$ cat config.mk
export PLATFORM = sky130hd
export DESIGN_NAME = mux_rr_n
export DESIGN_NICKNAME = d
export VERILOG_FILES = /design/src/rtl/mux_rr_n.sv
export SDC_FILE = /design/constraint.sdc
export NUM_CORES = 1
export LEC_CHECK = 0
export BUFFER_PORTS_ARGS = -buffer_cell sky130_fd_sc_hd__buf_2
export CAP_MARGIN = 20
export CORE_AREA = 2 2 128 130
export DETAILED_ROUTE_END_ITERATION = 7
export DIE_AREA = 0 0 130 132
export PLACE_DENSITY = 0.62
export SYNTH_ARGS = -nofsm -noshare
export SYNTH_HDL_FRONTEND = slang
export SYNTH_SLANG_ARGS = --single-unit
$ cat constraint.sdc
create_clock -name clk -period 6.5 [get_ports clk]
set_clock_uncertainty 0.1 [all_clocks]
set_input_delay 0.975 -clock clk [delete_from_list [all_inputs] [get_ports clk]]
set_output_delay 0.975 -clock clk [all_outputs]
set_load 0.02 [all_outputs]
$ cat src/rtl/mux_rr_n.sv
`default_nettype none
// ============================================================================
//  Module   : mux_rr_n
//  Purpose  : N-channel, WIDTH-bit registered multiplexer with per-channel
//             valid/ready handshake and an internal arbiter (round-robin or
//             fixed lowest-index priority). One output register stage,
//             1-cycle latency, full throughput.
//  Revision : 1.0  initial release
// ============================================================================
module mux_rr_n #(
  parameter int WIDTH   = 64,
  parameter int N       = 4,
  parameter int RR_MODE = 1,
  parameter int SELW    = $clog2(N)
) (
  input  logic                 clk,
  input  logic                 rst_n,
  input  logic [N*WIDTH-1:0]   in_data,
  input  logic [N-1:0]         in_valid,
  output logic [N-1:0]         in_ready,
  output logic [WIDTH-1:0]     out_data,
  output logic [SELW-1:0]      out_sel,
  output logic                 out_valid,
  input  logic                 out_ready
);

  // Registered state and its next-state values
  logic [SELW-1:0]  ptr_q,       ptr_d;
  logic [WIDTH-1:0] out_data_q,  out_data_d;
  logic [SELW-1:0]  out_sel_q,   out_sel_d;
  logic             out_valid_q, out_valid_d;

  // Arbiter results
  logic             grant_valid;
  logic [SELW-1:0]  grant_idx;
  logic             reg_free;
  logic             xfer;

  // The output register can take a new beat when empty or being drained now
  assign reg_free = ~out_valid_q | out_ready;

  // Arbiter: scan from ptr (RR) or from 0 (fixed) and take the first valid channel.
  // The candidate index is one bit wider than SELW so ptr+k never overflows
  // before the modulo-N fold, which keeps non-power-of-2 N correct.
  always_comb begin : p_grant
    logic [SELW:0] cand;
    grant_valid = 1'b0;
    grant_idx   = '0;
    cand        = '0;
    for (int k = 0; k < N; k++) begin
      if (RR_MODE != 0) begin
        cand = {1'b0, ptr_q} + (SELW+1)'(k);
      end else begin
        cand = (SELW+1)'(k);
      end
      if (cand >= (SELW+1)'(N)) begin
        cand = cand - (SELW+1)'(N);
      end
      if (!grant_valid && in_valid[cand]) begin
        grant_valid = 1'b1;
        grant_idx   = cand[SELW-1:0];
      end
    end
  end

  // A transfer happens only out of reset, into a free register, on a valid grant
  assign xfer = rst_n & reg_free & grant_valid;

  // One-hot ready for the granted channel, forced low during reset
  always_comb begin : p_ready
    in_ready = '0;
    if (xfer) begin
      in_ready[grant_idx] = 1'b1;
    end
  end

  // Next-state: load on transfer, clear valid when free and idle, hold on stall
  always_comb begin : p_next
    out_data_d  = out_data_q;
    out_sel_d   = out_sel_q;
    out_valid_d = out_valid_q;
    ptr_d       = ptr_q;
    if (reg_free) begin
      out_valid_d = xfer;
    end
    if (xfer) begin
      out_data_d = in_data[int'(grant_idx)*WIDTH +: WIDTH];
      out_sel_d  = grant_idx;
      if (RR_MODE != 0) begin
        if (grant_idx == SELW'(N-1)) begin
          ptr_d = '0;
        end else begin
          ptr_d = grant_idx + 1'b1;
        end
      end else begin
        ptr_d = '0;
      end
    end
  end

  // State register with synchronous active-low reset; reset drops any held beat
  always_ff @(posedge clk) begin : p_regs
    if (!rst_n) begin
      out_data_q  <= '0;
      out_sel_q   <= '0;
      out_valid_q <= 1'b0;
      ptr_q       <= '0;
    end else begin
      out_data_q  <= out_data_d;
      out_sel_q   <= out_sel_d;
      out_valid_q <= out_valid_d;
      ptr_q       <= ptr_d;
    end
  end

  assign out_data  = out_data_q;
  assign out_sel   = out_sel_q;
  assign out_valid = out_valid_q;

endmodule
`default_nettype wire

After elaboration in Yosys (flattened, before gate mapping) --
Cells that the tools add are included.
Operators by class: $add $sub $neg 8, order comparisons 10, equality and inequality tests 1, shift-type cells 1, mux-type cells 24, bitwise operators 4, reductions and logical operators 7
Operators with widths (number):
- variable part select 256 x 9 -> 64 bit | 1
- less-than comparator 3 bit, second input constant | 4
- two-way mux 3 bit | 4
- two-way mux 2 bit | 5
- >= comparator 3 bit, second input constant | 3
- two-way mux 1 bit | 9
- subtractor 3 bit, second input constant | 3
- binary-select mux 1 bit (select 2 bit) | 4
- adder 2 x 2 -> 3 bit, second input constant | 2
- logical AND 1 bit | 4
- two-way mux 4 bit | 1
- adder 2 x 1 -> 3 bit, second input constant | 1
- >= comparator 2 x 3 -> 1 bit, second input constant | 1
- zero test 1 bit | 3
- less-than comparator 2 x 3 -> 1 bit, second input constant | 1
- subtractor 2 x 3 -> 3 bit, second input constant | 1
- adder 2 x 1 -> 2 bit, second input constant | 1
- AND 1 bit | 2
- demux 1 bit (select 2 bit) | 1
- equality test 2 bit, second input constant | 1
- >= comparator 2 x 1 -> 1 bit, second input constant | 1
- NOT 1 bit | 1
- OR 1 bit | 1
Word-level totals: register bits 69, input bits 263, output and inout bits 71

Logic depth before layout (Yosys ltp) --
Gate-level depths: netlist of run 1.
depth in word-level cells 19, gate-level depth with buffers 8, gate-level depth less buffers 7

Worst setup path before layout of run 1 --
Ideal clock, no wire load.
path type input port to output port, start point in in_valid[2], end point out in_ready[3], arrival 2.478 ns, data required time 5.425 ns, path slack 2.947 ns, cell stages on the path 7, buffers on the path 2, cell sequence nor2b_1 or4b_4 nand2_4 buf_12 buf_8 ha_1 and3_1
On the way: cells in the longest elaborated chain, start to end 17, elaborated cells between the ends (all ways) 29
Ends and longest elaborated chain:
- from (decl) | RTL line 19 | input logic [N-1:0] in_valid,
- binary-select mux 1 bit (select 2 bit) | RTL line 59 | if (!grant_valid && in_valid[cand]) begin
- two-way mux 1 bit (implied by the code) | RTL line 59
- two-way mux 1 bit | RTL line 59
- zero test 1 bit | RTL line 59
- logical AND 1 bit | RTL line 59
- two-way mux 1 bit | RTL line 59
- zero test 1 bit | RTL line 59
- logical AND 1 bit | RTL line 59
- two-way mux 1 bit | RTL line 59
- zero test 1 bit | RTL line 59
- logical AND 1 bit | RTL line 59
- two-way mux 2 bit | RTL line 59
- less-than comparator 2 x 3 -> 1 bit (implied by the code) or >= comparator 2 x 1 -> 1 bit (tied branches) | RTL line 73 | in_ready[grant_idx] = 1'b1;
- logical AND 1 bit (implied by the code) | RTL line 73
- two-way mux 1 bit (implied by the code) | RTL line 73
- demux 1 bit (select 2 bit) | RTL line 73
- two-way mux 4 bit * | RTL line 72 | if (xfer) begin
- to (decl) | RTL line 20 | output logic [N-1:0] in_ready,
Mark *: on every way between the ends. The rest lies on a longest branch, timed or not. The select of a mux whose other input is x is not followed.

Worst setup path after layout of run 1 --
Ends and elaborated chain as after synthesis.

==> metrics.yaml, run 1 <==
vias: 4319
dieArea_um2: 17200
synthCells: 398
regArea_um2: 1380
hold_depth: 2
cp-start-kind: "primary input"
grt_max_degree: 71
clock_path_buffers: 2
min_to: "out_data[12]$_SDFFE_PN0P_"
setup_viol: 0
antenna_found_initial: 1
dp_hpwl_mm: 11.1
clk-insertion-delay-late_ns: 0.33
outcome: "finished, final reports clean"
min-delay-path-class: "flop to flop"
holdCritStartpoint: "out_data[12]$_SDFFE_PN0P_"
tightest_slew_ns: 1.06
layout-drive-gt1-share: 0.591
yosysWarnings: 0
cap_violations: 0
placed_area_um2: 6110
r2r_setup_slack_ns: 3.20
std_cell_rows: 46
design_area_um2: 6370
max-slew-margin-rel: 0.292
fin_cells: 930
rsz0062_at_grt: "no"
period_share: 0.616
area_delta_synth_final_pct: 44.8
root_buffer: "clkbuf_16"
grt_pass1_wl_mm: 21.2
r2r-start: "ptr_q[0]$_SDFFE_PN0P_"
peakVddDrop_uv: 104
post_cts_buffers: 0
layout_common_cells: "buf_2 (333), mux2i_1 (128), nand2_1 (71)"
layout_min_cycle_time_ns: 4.01
fin_util: 0.406
cts_buffers: 9
r2r_end: "out_data[12]$_SDFFE_PN0P_"
dpl.cell_count: 916
die_w_um: 130
grt_usage: 0.159
cts_sinks: 69
ys_types: 30
ctsResizeCount: 0
fmax_mhz: 250
drtPass1Iterations: 4
routabilityCongestion: 0.794
hold_viol: 0
grt_overflow: 0
mostFrequentLayoutCell: "buf_2"
endpoint_kind: "primary output"
synth-seq-cells: 69
worstSetupPathType: "primary input to primary output"
yosysSeqAreaShare: 0.314
p_per_area_nw_per_um2: 260
worst_ep_required_time_ns: 5.42
worst_r2r_path_depth: 6
ioPinCount: 334
portBuffers: 333
p_leak_nw: 3.04
vias_per_cell: 4.64
slew_viol_final: 0
worstPathMaxFanout: 70
drc_errors: 0
fin_nets: 975
drt-initial-drc-count: 86
die_height_um: 132
coreArea_um2: 15700
cts_max_level: 3
cts_hold_buf: 0
start_util: 0.280
ant_nets: 0
post_drt_wl_per_cell_um: 15.1
grt_pass1_vias: 4336
drt-total-wl_mm: 14.0
multi_input_area_um2: 2750
tns_ns: 0
nFillCells: 1586
antenna_cells: 0
cts_tree: "done"
syn_area_per_cell_um2: 11.1
syn-cell-area_um2: 4400
critPathArrivalTime_ns: 2.93
synth_nets: 662
path_clk_slew_ns: 0.05
## area by class of cell
type | instances | area share
multi-input combinational | 292 | 0.432
timing repair buffer | 337 | 0.266
sequential | 69 | 0.217
tap | 216 | 0.0424
clock buffer | 12 | 0.0403
clock inverter | 2 | 0.00157
inverter | 2 | 0.00118
## how the worst max path moves through the flow
stage           startpoint                         to  slack, ns  cells after the start
6_report       in_valid[2]                in_ready[3]       2.49                      7
5_1_grt        in_valid[2]                in_ready[3]       2.41                      7
4_1_cts        in_valid[2]                in_ready[3]       2.48                      7
3_5_place_dp   in_valid[2]  out_data[12]$_SDFFE_PN0P_       2.45                      7
3_3_place_gp   in_valid[2]  out_data[12]$_SDFFE_PN0P_       2.48                      7
2_1_floorplan  in_valid[2]                in_ready[3]       2.95                      7
## registers in the layout (all words and copies together) (netlist names)
name,cells
out_data,64
out_sel,2
ptr_q,2
out_valid,1
## metal layers
layer / track usage / vias to the layer above / share of wire / wire length (um)
met5: 0 / - / 0 / 0
met2: 0.293 / 205 / 0.51 / 7160
met3: 0.0337 / 20 / 0.077 / 1090
met1: 0.174 / 1945 / 0.39 / 5520
met4: 0.0645 / 0 / 0.020 / 283
li1: - / 2149 / - / -
## logic make-up (layout without fill, tap and decap cells)
| kind of cell | Yosys count | count (layout) | synth area share |
|---|---|---|---|
| and+or+nand+nor | 89 | 89 | 0.0873 |
| adders and majority gates | 1 | 1 | 0.00284 |
| DFF | 69 | 69 | 0.314 |
| muxes | 128 | 128 | 0.291 |
| buffers and inverters | 37 | 353 | 0.0694 |
| AOI/OAI and AO/OA | 74 | 74 | 0.236 |
## where the power goes
group	total [mW]	internal, mW	switching, mW
Clock	0.448	0.273	0.175
Sequential	0.541	0.500	0.0406
Combinational	0.671	0.293	0.378
Total	1.66	1.07	0.593
## cells in the mapped netlist
cell type	number	share of area
o221ai_2	64	0.22
nor2_1	4	0.0034
buf_12	7	0.032
buf_1	1	0.00085
clkbuf_4	6	0.010
nor4_1	1	0.0014
or4_4	1	0.0026
and2_1	3	0.0043
o31ai_1	1	0.0017
o21ai_0	1	0.0011
nand2_1	71	0.061
buf_4	1	0.0017
and3_1	1	0.0014
ha_1	1	0.0028
nand2_4	1	0.0026
nand3_1	2	0.0023
a21oi_1	2	0.0023
buf_2	12	0.014
a21boi_0	2	0.0034
clkbuf_1	7	0.0060
buf_8	1	0.0034
dfxtp_1	69	0.31
inv_2	1	0.00085
nor2b_1	4	0.0057
a21boi_1	2	0.0034
o32ai_2	1	0.0037
inv_1	1	0.00085
mux2i_1	128	0.29
a21o_1	1	0.0017
or4b_4	1	0.0031
## worst max-delay path, stage by stage
cell     delay (ns)
buf_2          0.11
nor2b_1        0.14
or4b_4         0.58
nand2_8        0.47
ha_1           0.28
and3_1         0.17
buf_2          0.17
## stage by stage
stage	total power, mW	hold slack [ns]	worst slack, ns
floorplan	1.05	0.387	2.95
global placement	1.22	0.341	2.48
finish	1.66	0.354	2.49
detailed placement	1.23	0.341	2.45
CTS	1.69	0.358	2.48
global route	1.76	0.369	2.41
(Power assumes the default switching activity.)
==> run 2, diff against run 1 <==
- PLACE_DENSITY: 0.62 -> 0.64
- clock period: 6.5 -> 3.25 ns (I/O delays scaled with it)
==> run 2 against run 1 <==
Effect of this change:
- global-route usage is 1.0 points lower
- power is 110% higher
- via count is 2.1% lower
- register-to-register slack worse by 2.3 ns
- non-clock buffer count is 5 higher
- largest cell class unchanged
- largest power group unchanged
- highest routed layer is now met5
==> metrics.yaml, run 2 (synthesis gave the netlist of run 1 again) <==
mostFrequentLayoutCell: "buf_2"
largest_reg_flops: 64
max-slew-margin-rel: 0.588
clock_path_buffers: 2
cts_buffers: 9
rsz0062_at_grt: "no"
multi_input_area_um2: 2750
regArea_um2: 1380
antenna_cells: 0
p_leak_nw: 3.10
start_util: 0.280
fin_util: 0.414
drtPass1Iterations: 5
outcome: "finished, final reports clean"
grt_pass1_vias: 4222
drc_errors: 0
cp_top_family: "simple AND/OR/NAND/NOR gates"
hold_depth: 2
endpoint_kind: "primary output"
drt-total-wl_mm: 13.4
routabilityCongestion: 0.740
root_buffer: "clkbuf_16"
grt_usage: 0.149
grt_max_degree: 53
cts_tree: "done"
worst_ep_required_time_ns: 2.66
post_cts_buffers: 0
period_share: 0.848
drt-initial-drc-count: 80
nFillCells: 1576
clk-insertion-delay-late_ns: 0.33
std_cell_rows: 46
cts_hold_buf: 0
worstPathMaxFanout: 30
dieArea_um2: 17200
grt_overflow: 0
holdCritStartpoint: "out_sel[0]$_SDFFE_PN0P_"
cts_sinks: 69
r2r_end: "out_data[33]$_SDFFE_PN0P_"
slew_viol_final: 0
vias_per_cell: 4.51
portBuffers: 333
die_height_um: 132
worst_r2r_path_depth: 6
max_stage_delay_ns: 0.58
area_delta_synth_final_pct: 47.8
layout-drive-gt1-share: 0.595
path_clk_slew_ns: 0.06
p_per_area_nw_per_um2: 539
layout_common_cells: "buf_2 (333), mux2i_1 (128), nand2_1 (71)"
cap_violations: 0
layout_min_cycle_time_ns: 2.76
coreArea_um2: 15700
die_w_um: 130
hold_viol: 0
dp_hpwl_mm: 10.7
peakVddDrop_uv: 293
cts_max_level: 3
tns_ns: 0
r2r_setup_slack_ns: 0.90
post_drt_wl_per_cell_um: 14.3
ctsResizeCount: 0
min-delay-path-class: "flop to flop"
tightest_slew_ns: 0.617
worstSetupPathType: "flop to primary output"
ant_nets: 0
fmax_mhz: 363
ioPinCount: 334
antenna_found_initial: 1
grt_pass1_wl_mm: 20.3
worstPathCellList: "nor2b_1, or4b_4, nand2_8, ha_1, and3_1, buf_2"
fin_nets: 980
min_to: "out_sel[0]$_SDFFE_PN0P_"
setup_viol: 0
critPathArrivalTime_ns: 2.17
cp-start-kind: "flop"
vias: 4229
crit_slowest_cell: "or4b_4"
r2r-start: "ptr_q[0]$_SDFFE_PN0P_"
cp_num_buf_inv: 1
run 2: changes by cell type in the layout (fill, tap and decap cells not counted):
cell / previous run / this run
buf_12: 0 / 3
buf_4: 4 / 6
bufinv_16: 0 / 2
run 2: worst max path at each step:
| stage | depth (start not counted) | end | from |
|---|---|---|---|
| after floorplan | 7 | in_ready[3] | in_valid[2] |
| after global placement | 7 | in_ready[3] | in_valid[2] |
| after detailed placement | 7 | in_ready[3] | in_valid[2] |
| after CTS | 6 | in_ready[3] | ptr_q[0]$_SDFFE_PN0P_ |
| after global routing | 6 | in_ready[3] | ptr_q[0]$_SDFFE_PN0P_ |
| final | 6 | in_ready[3] | ptr_q[0]$_SDFFE_PN0P_ |
run 2: metrics by stage:
step	instance area, um^2	power, mW	worst slack (ns)	hold slack [ns]	std cells
after floorplan	4400	2.10	0.672	0.387	398
after global placement	6180	2.47	0.532	0.339	921
after detailed placement	6180	2.47	0.510	0.341	921
after CTS	6510	3.57	0.448	0.338	937
after global routing	6510	3.72	0.373	0.357	937
final	6510	3.51	0.494	0.352	937
run 2: worst register-to-register path: stages (launching register included):
cell      delay [ns]
dfxtp_1         0.36
nor2b_1         0.08
or4b_4          0.58
nand2_8         0.27
buf_12          0.35
mux2i_1         0.35
o221ai_2        0.12
run 2: cell type report:
type	instances	area share
clock inverter	4	0.0108
timing repair buffer	342	0.272
clock buffer	12	0.0394
sequential	69	0.212
multi-input combinational	292	0.423
tap	216	0.0415
inverter	2	0.00115
run 2: routing by layer:
metal | vias to the layer above | global-route usage | part of all wire
met5 | - | 0 | 0.00097
met4 | 2 | 0.0424 | 0.011
met3 | 11 | 0.0511 | 0.090
met2 | 202 | 0.269 | 0.50
met1 | 1857 | 0.163 | 0.40
li1 | 2157 | - | -
run 2: report_power, final:
part	switching [mW]	internal, mW	total (mW)
combinational	0.762	0.601	1.36
clock	0.359	0.711	1.07
sequential	0.0757	1.00	1.08
